**src/rtl/mem_read_responder.sv**
```systemverilog
// mem_read_responder
// Responder end of the CPU memory-access request interface. A read request
// (byte/half/word, signed or unsigned) is performed as a series of single-byte
// reads on a fixed-latency byte-wide memory port. The bytes are assembled
// little-endian, extended to 48 bits and returned with a one-cycle HANDSHAKE.
//
// Optional feature macro: MEM_RESP_ALIGN_CHECK_EN
//   defined   -> half/word requests with ADDRESS[0]=1 are rejected with ERROR
//   undefined -> misaligned half/word requests are read byte by byte as usual

module mem_read_responder #(
    parameter int DATA_W  = 48,
    parameter int MEM_AW  = 16,
    parameter int MEM_LAT = 2
) (
    input  logic              clk_i,
    input  logic              reset_i,
    input  logic              enable_i,
    input  logic [2:0]        ctrl_i,
    input  logic [DATA_W-1:0] address_i,
    output logic [DATA_W-1:0] read_o,
    output logic              handshake_o,
    output logic              error_o,
    output logic              busy_o,
    output logic              mem_re_o,
    output logic [MEM_AW-1:0] mem_addr_o,
    input  logic [7:0]        mem_rdata_i
);

    localparam int BYTES = DATA_W / 8;
    localparam int LAT_W = (MEM_LAT > 1) ? $clog2(MEM_LAT) : 1;

    typedef enum logic [1:0] {
        S_IDLE,
        S_ISSUE,
        S_WAIT,
        S_DONE
    } state_t;

    state_t            state_q;
    logic [MEM_AW-1:0] addr_q;
    logic [2:0]        ctrl_q;
    logic [2:0]        byteIdx_q;
    logic [LAT_W-1:0]  latCnt_q;
    logic [DATA_W-1:0] assemble_q;
    logic [DATA_W-1:0] read_q;
    logic              handshake_q;
    logic              error_q;
    logic              busy_q;
    logic              memRe_q;
    logic [MEM_AW-1:0] memAddr_q;

    logic              reqLegal;
    logic [2:0]        byteCount;
    logic              lastByte;
    logic              latDone;
    logic [DATA_W-1:0] assemble_d;
    logic [DATA_W-1:0] extended_d;
    logic [MEM_AW-1:0] nextAddr_d;
    logic              unusedAddrBits;

    // Only the low MEM_AW address bits reach the byte memory.
    assign unusedAddrBits = ^address_i[DATA_W-1:MEM_AW];

    // Request decode: legal access types, and optionally reject misaligned half/word reads.
    always_comb begin
        reqLegal = (ctrl_i <= 3'b100);
`ifdef MEM_RESP_ALIGN_CHECK_EN
        if ((ctrl_i[2] | ctrl_i[1]) && address_i[0]) begin
            reqLegal = 1'b0;
        end
`endif
    end

    // Datapath helpers: byte count, merge of the arriving byte, extension and next byte address.
    always_comb begin
        case (ctrl_q)
            3'b000, 3'b001: byteCount = 3'd1;
            3'b010, 3'b011: byteCount = 3'd2;
            default:        byteCount = 3'd6;
        endcase

        lastByte = (3'(byteIdx_q + 3'd1) == byteCount);
        latDone  = (latCnt_q == LAT_W'(MEM_LAT - 1));

        assemble_d = assemble_q;
        for (int b = 0; b < BYTES; b++) begin
            if (byteIdx_q == 3'(b)) begin
                assemble_d[8*b +: 8] = mem_rdata_i;
            end
        end

        case (ctrl_q)
            3'b000:  extended_d = {{(DATA_W-8){1'b0}}, assemble_d[7:0]};
            3'b001:  extended_d = {{(DATA_W-8){assemble_d[7]}}, assemble_d[7:0]};
            3'b010:  extended_d = {{(DATA_W-16){1'b0}}, assemble_d[15:0]};
            3'b011:  extended_d = {{(DATA_W-16){assemble_d[15]}}, assemble_d[15:0]};
            default: extended_d = assemble_d;
        endcase

        nextAddr_d = addr_q + MEM_AW'(byteIdx_q) + MEM_AW'(1);
    end

    // Main FSM: request acceptance, issue/wait loop per byte, and the completion cycle.
    always_ff @(posedge clk_i) begin
        if (reset_i) begin
            state_q     <= S_IDLE;
            addr_q      <= '0;
            ctrl_q      <= '0;
            byteIdx_q   <= '0;
            latCnt_q    <= '0;
            assemble_q  <= '0;
            read_q      <= '0;
            handshake_q <= 1'b0;
            error_q     <= 1'b0;
            busy_q      <= 1'b0;
            memRe_q     <= 1'b0;
            memAddr_q   <= '0;
        end else begin
            handshake_q <= 1'b0;
            error_q     <= 1'b0;
            memRe_q     <= 1'b0;
            memAddr_q   <= '0;
            case (state_q)
                S_IDLE: begin
                    if (enable_i) begin
                        addr_q     <= address_i[MEM_AW-1:0];
                        ctrl_q     <= ctrl_i;
                        byteIdx_q  <= '0;
                        assemble_q <= '0;
                        busy_q     <= 1'b1;
                        if (reqLegal) begin
                            state_q   <= S_ISSUE;
                            memRe_q   <= 1'b1;
                            memAddr_q <= address_i[MEM_AW-1:0];
                        end else begin
                            state_q     <= S_DONE;
                            handshake_q <= 1'b1;
                            error_q     <= 1'b1;
                            read_q      <= '0;
                        end
                    end
                end
                S_ISSUE: begin
                    state_q  <= S_WAIT;
                    latCnt_q <= '0;
                end
                S_WAIT: begin
                    if (latDone) begin
                        assemble_q <= assemble_d;
                        byteIdx_q  <= 3'(byteIdx_q + 3'd1);
                        latCnt_q   <= '0;
                        if (lastByte) begin
                            state_q     <= S_DONE;
                            handshake_q <= 1'b1;
                            read_q      <= extended_d;
                        end else begin
                            state_q   <= S_ISSUE;
                            memRe_q   <= 1'b1;
                            memAddr_q <= nextAddr_d;
                        end
                    end else begin
                        latCnt_q <= LAT_W'(latCnt_q + LAT_W'(1));
                    end
                end
                S_DONE: begin
                    state_q <= S_IDLE;
                    busy_q  <= 1'b0;
                end
                default: begin
                    state_q <= S_IDLE;
                    busy_q  <= 1'b0;
                end
            endcase
        end
    end

    assign read_o      = read_q;
    assign handshake_o = handshake_q;
    assign error_o     = error_q;
    assign busy_o      = busy_q;
    assign mem_re_o    = memRe_q;
    assign mem_addr_o  = memAddr_q;

endmodule

```
**config.mk**
```make
export PLATFORM = sky130hd
export DESIGN_NAME = mem_read_responder
export DESIGN_NICKNAME = d
export VERILOG_FILES = /design/src/rtl/mem_read_responder.sv
export SDC_FILE = /design/constraint.sdc
export NUM_CORES = 1
export LEC_CHECK = 0
export ABC_AREA = 1
export BUFFER_PORTS_ARGS = -buffer_cell sky130_fd_sc_hd__buf_2
export CAP_MARGIN = 20
export CORE_MARGIN = 10
export CORE_UTILIZATION = 35
export DETAILED_ROUTE_END_ITERATION = 6
export GPL_TIMING_DRIVEN = 0
export HOLD_SLACK_MARGIN = 0.03
export SYNTH_ARGS = -nofsm -noshare
export SYNTH_HDL_FRONTEND = slang
export SYNTH_SLANG_ARGS = --single-unit
```
**constraint.sdc**
```tcl
create_clock -name clk_i -period 1.85 [get_ports clk_i]
set_clock_uncertainty 0.2 [all_clocks]
set_input_delay 0.185 -clock clk_i [delete_from_list [all_inputs] [get_ports clk_i]]
set_output_delay 0.185 -clock clk_i [all_outputs]
set_load 0.02 [all_outputs]
```
==> impl_metrics.py <==
metrics = {
    "die": {
        "fp-row-count": 49,
        "dieArea_um2": 24100,
        "pin_count": 130,
        "initial_core_util_pct": 35.6,
        "coreArea_um2": 18000,
        "die_w_um": 155,
        "die_h_um": 155,
    },
    "synth": {
        "yosysSeqAreaShare_pct": 44.2,
        "synth_top_cell_area_share_pct": 44.2,
        "yosysWarnings": 0,
        "ys_seq_elements": 141,
        "synth_nets": 980,
        "avgSynthCellArea_um2": 7.05,
        "yosysTopAreaCell": "dfxtp_1",
        "synth_ff_type": "dfxtp_1",
        "synthesis.area_um2": 6390,
        "syn_inst": 906,
        "yosysUniqueCellTypes": 32,
        "synth_enable_flop_cells": 0,
        "synthArstFlopShare_pct": 0,
        "synthTopCellsByArea": "dfxtp_1 44%, nand2_1 15%, a21oi_1 10%",
    },
    "timing": {
        "max_freq_ghz": 0.477,
        "finalCriticalPeriod_ns": 2.10,
        "rsz0062_at_grt": "yes",
        "worst_pin_slew_ns": 0.863,
        "finalWorstSetupSlack_ns": -0.248,
        "slew_viol_final": 0,
        "fin_crit_sh_pct": 113,
        "finalHoldViolCount": 0,
        "slew_headroom_pct": 42.5,
        "tns_ns": -15.03,
        "setup_viol": 118,
    },
    "clock_network": {
        "clock_latency_ns": 0.43,
        "cts_sinks": 141,
        "clk_pin_slew_ns": 0.06,
        "cts_tree": "yes",
        "cts_buffers": 17,
        "clockBufferDepth": 2,
        "htree_levels": 4,
        "cts_root_buf": "clkbuf_16",
    },
    "layout": {
        "fill_cells": 1585,
        "final_cell_mix": "195 x nand2_1, 136 x dfxtp_1, 98 x buf_2",
        "finalNetCount": 1157,
        "area_growth_pct": 54.4,
        "drive_gt1_share_pct": 42.3,
        "layout.cells.non_filler": 1324,
        "register_area_um2": 2840,
        "num_antenna_cells": 0,
        "layout_commonest_cell": "nand2_1",
        "multi_input_area_um2": 4250,
    },
    "critical_path": {
        "cp-start-kind": "register",
        "r2r_cells": 11,
        "arrival_ns": 2.26,
        "worstPathRequired_ns": 2.01,
        "cpMaxStageDelayCell": "dfxtp_4",
        "path_cells": "ha_4 > ha_4 > inv_2 > nand2_2 > nand2_2 > nand4_1 > nor2_4 > buf_6 > buf_8 > nand3_2 > a21oi_2",
        "rr_endpoint": "read_o[43]",
        "crit_type": "reg -> reg",
        "r2r_start": "byteIdx_q[1]",
        "r2r_slack_ns": -0.25,
        "worst_setup_path_end_kind": "register",
        "path_max_fanout": 5,
        "slowest_delay_ns": 0.37,
    },
    "worst_hold_path": {
        "min-delay-start": "ctrl_i[1]",
        "hold_depth": 6,
        "whs_endpoint": "mem_addr_o[8]",
        "hold_class": "in -> reg",
    },
    "routing": {
        "dr.pass1.iters": 5,
        "viasPerCell": 5.15,
        "drc": 0,
        "wire_per_inst_um": 17.0,
        "num_vias": 6818,
        "wirelength_um": 22500,
        "drt_iter0_drc": 503,
        "ant_nets": 0,
    },
    "placed_design": {
        "placed_cells": 1231,
        "gp_congestion": 0.901,
        "io_buffers": 96,
        "dp_hpwl_um": 13900,
    },
    "power": {
        "peakVddDrop_uv": 1140,
        "p_per_area_nw_per_um2": 1430,
        "fin_total_pwr_w": 0.0142,
        "power.leakage_nw": 4.03,
    },
    "run": {
        "max-cap-violations": 0,
    },
    "global_routing": {
        "grt_start_max_net_pins": 17,
        "overflow": 0,
        "globalRouteTotalUtil_pct": 16.8,
        "grt_pass1_wl_um": 32700,
        "antenna_found_initial": 0,
        "grt_pass1_vias": 6232,
    },
    "status": {
        "violations": "negative setup slack",
        "status": "finished, violations left",
    },
}
==> state kept, by name (all words and copies together), names as in the netlist <==
signal / flops
mem_addr_o: 16
error_o: 1
latCnt_q: 1
mem_re_o: 1
addr_q: 16
ctrl_q: 3
busy_o: 1
read_o: 48
handshake_o: 1
byteIdx_q: 3
assemble_q: 48
state_q: 2
==> kinds of logic after synthesis <==
kind of cell    Yosys count  synth area share, %
simple gates            441                 29.2
flops                   141                 44.2
compound gates          210                 16.7
fa+ha+maj                12                 2.47
buf+inv                  99                 6.97
xor+xnor                  3                0.411
==> layout make-up <==
type	instances	share of cell area, %
buffer	51	4.53
clock buffer	19	4.59
clock inverter	12	1.60
inverter	47	2.04
multi-input combinational	667	43.1
sequential	141	28.8
tap	229	2.90
timing repair buffer	156	12.2
timing repair inverter	2	0.241
==> what timing repair did <==
| action | in CTS | in global routing |
|---|---|---|
| pin swaps | 35 | 89 |
| cloned | 7 | 7 |
| buffers inserted | 19 | 11 |
| setup endpoints to repair | 136 | 136 |
| hold buffers | 20 | 0 |
| resized for setup | 115 | 283 |
| endpoints found under the hold margin | 38 | 0 |
==> per-stage QoR <==
step	utilization, %	cell area, um^2	hold slack [ns]	worst slack, ns
after floorplan	-	6450	0.124	-0.0334
after global placement	40.2	7220	0.249	-0.404
after detailed placement	40.2	7220	0.251	-0.398
after CTS	48.3	8680	0.121	-0.195
after global routing	54.9	9870	0.240	-0.303
final	54.9	9870	0.159	-0.248
==> how the worst max path moves through the flow <==
stage | from | end | cells after the start
6_report | byteIdx_q[1] | read_o[43] | 11
3_3_place_gp | byteIdx_q[2] | mem_addr_o[1] | 10
5_1_grt | byteIdx_q[1] | read_o[37] | 11
2_1_floorplan | byteIdx_q[0] | read_o[0] | 12
3_5_place_dp | byteIdx_q[2] | mem_addr_o[12] | 10
4_1_cts | byteIdx_q[0] | read_o[36] | 10
==> Yosys cell counts (3+ instances only) <==
master / number
nand3_2: 3
dfxtp_1: 141
nor2_1: 78
inv_2: 4
o21ai_0: 70
or2_2: 31
a211oi_1: 5
nand3_1: 54
buf_2: 14
clkbuf_1: 29
ha_1: 11
inv_1: 41
nand2_1: 263
buf_6: 7
a21oi_1: 130
==> report_power, final <==
part | switching, W | internal [W] | total (W) | leakage (nW)
Clock | 0.00141 | 0.00220 | 0.00361 | 0.301
Combinational | 0.00386 | 0.00299 | 0.00685 | 2.59
Sequential | 0.000270 | 0.00343 | 0.00370 | 1.15
==> worst max-delay path, delay by kind of cell, from the launching register on <==
kind                     cells  cell delay, ns
AO/OA/AOI/OAI                1            0.13
adder cells (fa/ha/maj)      2            0.38
buffers and inverters        3            0.36
flip-flops                   1            0.37
AND/OR/NAND/NOR              5            0.58
==> metal layers <==
layer	global-route usage, %	share of wire, %
met5	0	0
met4	5.76	2.4
met3	3.53	6.7
met2	27.0	48
met1	21.9	43
Note: power is estimated with default switching activity, not from simulation.
